## config.mk

```make
export PLATFORM = sky130hd
export DESIGN_NAME = apb_requester
export DESIGN_NICKNAME = d
export VERILOG_FILES = /design/src/rtl/apb_requester.sv
export SDC_FILE = /design/constraint.sdc
export NUM_CORES = 1
export LEC_CHECK = 0
export CAP_MARGIN = 20
export CORE_ASPECT_RATIO = 1.4
export CORE_UTILIZATION = 45
export CTS_BUF_LIST = sky130_fd_sc_hd__clkbuf_2
export DETAILED_ROUTE_END_ITERATION = 7
export HOLD_SLACK_MARGIN = 0.06
export PLACE_DENSITY_LB_ADDON = 0.08
export RECOVER_POWER = 25
export SLEW_MARGIN = 20
export SYNTH_ARGS = -nofsm -noshare
export SYNTH_HDL_FRONTEND = slang
export SYNTH_SLANG_ARGS = --single-unit
```

## constraint.sdc

```tcl
create_clock -name pclk -period 3.8 [get_ports pclk]
set_input_delay 0.95 -clock pclk [delete_from_list [all_inputs] [get_ports pclk]]
set_output_delay 0.95 -clock pclk [all_outputs]
set_load 0.005 [all_outputs]
```

## src/rtl/apb_requester.sv

```systemverilog
`default_nettype none
// ============================================================================
//  Module      : apb_requester
//  Description : APB4 requester. It takes one transfer at a time from a
//                valid/ready user port and runs the SETUP and ACCESS phases
//                on the APB bus. It returns read data and an error flag on
//                a one-cycle response pulse.
//
//  Ports       : pclk, preset_n           clock, async active-low reset
//                req_valid/req_ready      user request handshake
//                req_write/addr/wdata/
//                req_strb/req_prot        request fields
//                rsp_valid/rdata/error    one-cycle completion response
//                paddr/pprot/psel/penable/
//                pwrite/pwdata/pstrb      APB request outputs (registered)
//                pready/prdata/pslverr    APB completer response
//
//  Options     : APB_TIMEOUT_EN - when defined, ACCESS aborts with an
//                error response after TIMEOUT_CYCLES cycles without pready.
//
//  Revision    : 1.0 - initial release
// ============================================================================
module apb_requester #(
    parameter int DATA_WIDTH     = 32,
    parameter int ADDR_WIDTH     = 10,
    parameter int BYTES_PER_WORD = DATA_WIDTH / 8,
    parameter int TIMEOUT_CYCLES = 16
) (
    input  logic                      pclk,
    input  logic                      preset_n,
    // user request port
    input  logic                      req_valid,
    output logic                      req_ready,
    input  logic                      req_write,
    input  logic [ADDR_WIDTH-1:0]     req_addr,
    input  logic [DATA_WIDTH-1:0]     req_wdata,
    input  logic [BYTES_PER_WORD-1:0] req_strb,
    input  logic [2:0]                req_prot,
    // user response port
    output logic                      rsp_valid,
    output logic [DATA_WIDTH-1:0]     rsp_rdata,
    output logic                      rsp_error,
    // APB requester side
    output logic [ADDR_WIDTH-1:0]     paddr,
    output logic [2:0]                pprot,
    output logic                      psel,
    output logic                      penable,
    output logic                      pwrite,
    output logic [DATA_WIDTH-1:0]     pwdata,
    output logic [BYTES_PER_WORD-1:0] pstrb,
    input  logic                      pready,
    input  logic [DATA_WIDTH-1:0]     prdata,
    input  logic                      pslverr
);

    // ------------------------------------------------------------------
    // Elaboration-time parameter sanity checks
    // ------------------------------------------------------------------
    if ((DATA_WIDTH % 8) != 0) begin : g_bad_data_width
        $error("apb_requester: DATA_WIDTH must be a multiple of 8");
    end
    if (TIMEOUT_CYCLES < 1) begin : g_bad_timeout
        $error("apb_requester: TIMEOUT_CYCLES must be >= 1");
    end

    // ------------------------------------------------------------------
    // State encoding
    // ------------------------------------------------------------------
    typedef enum logic [1:0] {
        S_IDLE   = 2'd0,
        S_SETUP  = 2'd1,
        S_ACCESS = 2'd2
    } state_t;

    state_t                    r_state;
    logic [ADDR_WIDTH-1:0]     r_paddr;
    logic [2:0]                r_pprot;
    logic                      r_psel;
    logic                      r_penable;
    logic                      r_pwrite;
    logic [DATA_WIDTH-1:0]     r_pwdata;
    logic [BYTES_PER_WORD-1:0] r_pstrb;
    logic                      r_rsp_valid;
    logic [DATA_WIDTH-1:0]     r_rsp_rdata;
    logic                      r_rsp_error;

`ifdef APB_TIMEOUT_EN
    // The counter only needs to reach TIMEOUT_CYCLES-1: the abort decision
    // is taken in the ACCESS cycle that would bring it to TIMEOUT_CYCLES.
    localparam int c_CNT_W = (TIMEOUT_CYCLES > 1) ? $clog2(TIMEOUT_CYCLES) : 1;
    localparam logic [c_CNT_W-1:0] c_CNT_LAST = c_CNT_W'(TIMEOUT_CYCLES - 1);

    logic [c_CNT_W-1:0] r_tmo_cnt;
`endif

    // Ready is derived directly from the state, so a new request can be
    // taken in the same cycle the previous response is presented.
    assign req_ready = (r_state == S_IDLE);

    // ------------------------------------------------------------------
    // Transfer sequencer
    // ------------------------------------------------------------------
    always_ff @(posedge pclk or negedge preset_n) begin
        if (!preset_n) begin
            r_state     <= S_IDLE;
            r_paddr     <= '0;
            r_pprot     <= '0;
            r_psel      <= 1'b0;
            r_penable   <= 1'b0;
            r_pwrite    <= 1'b0;
            r_pwdata    <= '0;
            r_pstrb     <= '0;
            r_rsp_valid <= 1'b0;
            r_rsp_rdata <= '0;
            r_rsp_error <= 1'b0;
`ifdef APB_TIMEOUT_EN
            r_tmo_cnt   <= '0;
`endif
        end else begin
            // Response is a single-cycle pulse; completion re-asserts it.
            r_rsp_valid <= 1'b0;

            case (r_state)
                S_IDLE: begin
                    if (req_valid) begin
                        r_state  <= S_SETUP;
                        r_psel   <= 1'b1;
                        r_paddr  <= req_addr;
                        r_pprot  <= req_prot;
                        r_pwrite <= req_write;
                        // Reads carry no write data or strobes on the bus.
                        r_pwdata <= req_write ? req_wdata : '0;
                        r_pstrb  <= req_write ? req_strb  : '0;
                    end
                end

                S_SETUP: begin
                    r_state   <= S_ACCESS;
                    r_penable <= 1'b1;
`ifdef APB_TIMEOUT_EN
                    r_tmo_cnt <= '0;
`endif
                end

                S_ACCESS: begin
                    // pready is tested first so that a response arriving
                    // on the abort cycle completes normally.
                    if (pready) begin
                        r_state     <= S_IDLE;
                        r_psel      <= 1'b0;
                        r_penable   <= 1'b0;
                        r_rsp_valid <= 1'b1;
                        r_rsp_error <= pslverr;
                        r_rsp_rdata <= r_pwrite ? '0 : prdata;
                    end
`ifdef APB_TIMEOUT_EN
                    else if (r_tmo_cnt == c_CNT_LAST) begin
                        r_state     <= S_IDLE;
                        r_psel      <= 1'b0;
                        r_penable   <= 1'b0;
                        r_rsp_valid <= 1'b1;
                        r_rsp_error <= 1'b1;
                        r_rsp_rdata <= '0;
                    end else begin
                        r_tmo_cnt <= r_tmo_cnt + 1'b1;
                    end
`endif
                end

                default: begin
                    r_state   <= S_IDLE;
                    r_psel    <= 1'b0;
                    r_penable <= 1'b0;
                end
            endcase
        end
    end

    // ------------------------------------------------------------------
    // Output mapping
    // ------------------------------------------------------------------
    assign paddr     = r_paddr;
    assign pprot     = r_pprot;
    assign psel      = r_psel;
    assign penable   = r_penable;
    assign pwrite    = r_pwrite;
    assign pwdata    = r_pwdata;
    assign pstrb     = r_pstrb;
    assign rsp_valid = r_rsp_valid;
    assign rsp_rdata = r_rsp_rdata;
    assign rsp_error = r_rsp_error;

endmodule
`default_nettype wire

```

==> impl_metrics.csv <==
group,metric,value,unit
setup_path,critPathMaxStageDelay,0.53,ns
logic_synthesis,postSynthAreaPerCell,10.3,um^2
pwr,pwr-share-comb,0.469,
setup_path,worstPathRequired,2.85,ns
logic_synthesis,seq_area_frac_synth,0.618,
clock_network,path_clk_slew,0.22,ns
sta,setup_viol,0,
sta,rsz0062_at_grt,"no",
status,outcome,"finished with violations",
pwr,power.internal,2.57,mW
pwr,power_frac_clock,0.102,
hold_path,hold_class,"reg -> reg",
setup_path,cp.arrival,1.68,ns
clock_network,htreeDepth,3,
sta,setup_tns,0,ns
sta,fin_crit_sh,0.692,
hold_path,min_from,"pstrb[0]",
logic_synthesis,ys_ff_latch,88,
placed_design,hpwl,5850,um
sta,report.final.slew_viol_count,68,
floorplanning,dieArea,8280,um^2
sta,slew_headroom,-0.0825,
grt,grt_max_degree,88,
clock_network,cts.path.max_buffers,2,
route,postRouteWirelength,8150,um
placed_design,placed_cells_incl_taps,599,
finish,nNetsFinal,597,
clock_network,cts_sinks,88,
logic_synthesis,yosys_warnings,0,
grt,grt.total_usage,0.214,
status,violations,"capacitance limit, slew limit",
clock_network,clock-root-buffer,"clkbuf_2",
finish,fin_cells,615,
floorplanning,die_h,107,um
setup_path,cpLargestDelayFamily,"buffers and inverters",
logic_synthesis,syn_inst,345,
sta,fin_crit,2.63,ns
floorplanning,initial_core_util,0.462,
logic_synthesis,yosysTopAreaCell,"dfrtp_1",
route,ant_nets,0,
pwr,seqPwrFrac,0.429,
logic_synthesis,synth_edf_count,0,
logic_synthesis,ys_async_sr_fraction,1.00,
pwr,leakagePower,2.40,nW
hold_path,hold_path_end,"pstrb[0]",
route,drt-pass1-iter-count,4,
clock_network,insertion_delay,0.53,ns
logic_synthesis,yosys-top-cells-area,"dfrtp_1 62%, nand2_1 11%, mux2_4 5.9%",
sta,max_freq,380,MHz
clock_network,cts_tree,"done",
placed_design,io_buffer_count,173,
setup_path,reg2reg_slack,1.95,ns
setup_path,r2r_cells,2,
logic_synthesis,yosysUniqueCellTypes,18,
grt,grt_first_pass_wirelength,13600,um
logic_synthesis,yosysMostFrequentCell,"nand2_1",
pwr,p_per_area,692,nW/um^2
sta,hold_violations,0,
clock_network,postCtsHoldBufs,0,
sta,skew,0.0212,ns
route,routed_via_density,4.70,
logic_synthesis,synth_top_area_share,0.618,
finish,drive_gt1_frac,0.0718,
floorplanning,die-width,77.2,um
setup_path,cpMaxStageDelayCell,"clkdlybuf4s50_1",
route,wire_per_inst,13.2,um
logic_synthesis,synthesis.area,3560,um^2
logic_synthesis,synth-main-ff-cell,"dfrtp_1",
route,via_count,2892,
hold_path,hold_path_depth,2,
finish,syn2layout_area_growth,51.5,%
sta,worst_pin_slew,1.62,ns
pwr,power_switching,1.16,mW
setup_path,cp_num_buf_inv,1,
clock_network,cts_buffers,9,
setup_path,reg2reg_to,"pprot[0]",
grt,grt_pass1_vias,2788,
route,drc,0,
logic_synthesis,syn_nets,432,
setup_path,crit_path_start_kind,"register",
finish,post-route-util,0.700,
placed_design,routabilityCongestion,0.757,
grt,antenna_found_initial,0,
finish,diodes,0,
floorplanning,rows,38,
logic_synthesis,synthTopCellsByCount,"106 x nand2_1, 88 x dfrtp_1, 42 x o21ai_0, 32 x nand2b_1, 29 x o21ai_1",
setup_path,critPathMaxFanout,7,
pwr,max-vdd-ir-drop,0.000395,V
job,cap_violations,1,
floorplanning,coreArea,7700,um^2
setup_path,crit_path_cell_trace,"nor2_1 > clkdlybuf4s50_1",
setup_path,crit_type,"reg -> out",
route,drt_iter0_markers,160,
clock_network,cts_setup_buffers,0,
grt,grt-ovfl-total,0,
floorplanning,ios,174,
setup_path,endpoint_kind,"output port",
setup_path,reg2reg_from,"r_state[1]",
clock_network,post_cts_resized,0,
pwr,sw_frac_of_total,0.311,
## cell families after synthesis
family | after synthesis | synth area share
simple gates | 142 | 0.175
mux | 15 | 0.0622
compound gates | 73 | 0.103
flops | 88 | 0.618
buf+inv | 27 | 0.0415
## stage by stage
step / total power [mW] / hold WS (ns) / cell area (um^2) / setup WS [ns]
floorplan: 2.31 / 0.473 / 3560 / 1.82
CTS: 3.79 / 0.469 / 5400 / 1.13
finish: 3.73 / 0.508 / 5400 / 1.17
global route: 4.03 / 0.538 / 5400 / 1.06
global placement: 3.35 / 0.460 / 5320 / 1.02
detailed placement: 3.40 / 0.472 / 5320 / 0.982
## flip-flops by register name, summed over array words and instances, names as in the netlist
name and count:
paddr 10, penable 1, pprot 3, psel 1, pstrb 4, pwdata 32, pwrite 1, r_state 2
rsp_error 1, rsp_rdata 32, rsp_valid 1
## placed cells by master, fill, tap and decap left out
cell / Yosys / routed
mux2_4: 14 / 14
o21ai_0: 42 / 42
clkinv_2: 0 / 4
buf_4: 1 / 5
dfrtp_1: 88 / 88
clkbuf_2: 0 / 12
a21oi_1: 1 / 1
nand2b_1: 32 / 32
o21ai_1: 29 / 29
mux2_2: 1 / 1
clkdlybuf4s50_1: 0 / 172
o21a_1: 1 / 1
clkinv_1: 0 / 1
nand3b_1: 1 / 1
inv_1: 3 / 3
nor2_1: 2 / 2
or3b_4: 0 / 1
nand2_1: 106 / 106
## power groups by stage
stage / logic (mW) / clock network [mW] / registers (mW)
2_1_floorplan: 0.669 / 0 / 1.65
3_3_place_gp: 1.74 / 0 / 1.60
3_5_place_dp: 1.78 / 0 / 1.62
4_1_cts: 1.78 / 0.402 / 1.60
5_1_grt: 1.93 / 0.435 / 1.67
6_report: 1.75 / 0.379 / 1.60
## worst register-to-register path: stages, from the launching register on
cell     delay, ns
dfrtp_1       0.50
or3b_4        0.83
mux2_4        0.41
## layout make-up
type | count | area (um^2)
Fill cell | 628 | 2310
Clock inverter | 5 | 23.8
Timing Repair Buffer | 178 | 1760
Multi-Input combinational cell | 230 | 1210
Sequential cell | 88 | 2200
Clock buffer | 11 | 55.1
Tap cell | 100 | 125
Inverter | 3 | 11.3
## how the worst max path moves through the flow
stage               start   endpoint  slack (ns)  cells past startpoint
4_1_cts        r_state[1]  req_ready        1.13                      2
3_5_place_dp    req_valid   paddr[9]        0.98                      3
5_1_grt        r_state[1]  req_ready        1.06                      2
3_3_place_gp    req_valid   pprot[1]        1.02                      3
2_1_floorplan   req_valid   paddr[0]        1.82                      4
6_report       r_state[1]  req_ready        1.17                      2
## per-layer routing
layer  GRT usage  wire length (um)  share of wire  vias up
met4       0.119               197          0.024        0
li1            -                 -              -     1437
met1       0.267              3330           0.41     1334
met2       0.339              4020           0.49      109
met3      0.0559               602          0.074       12
met5           0                 0              0        -
(Power assumes the default switching activity.)
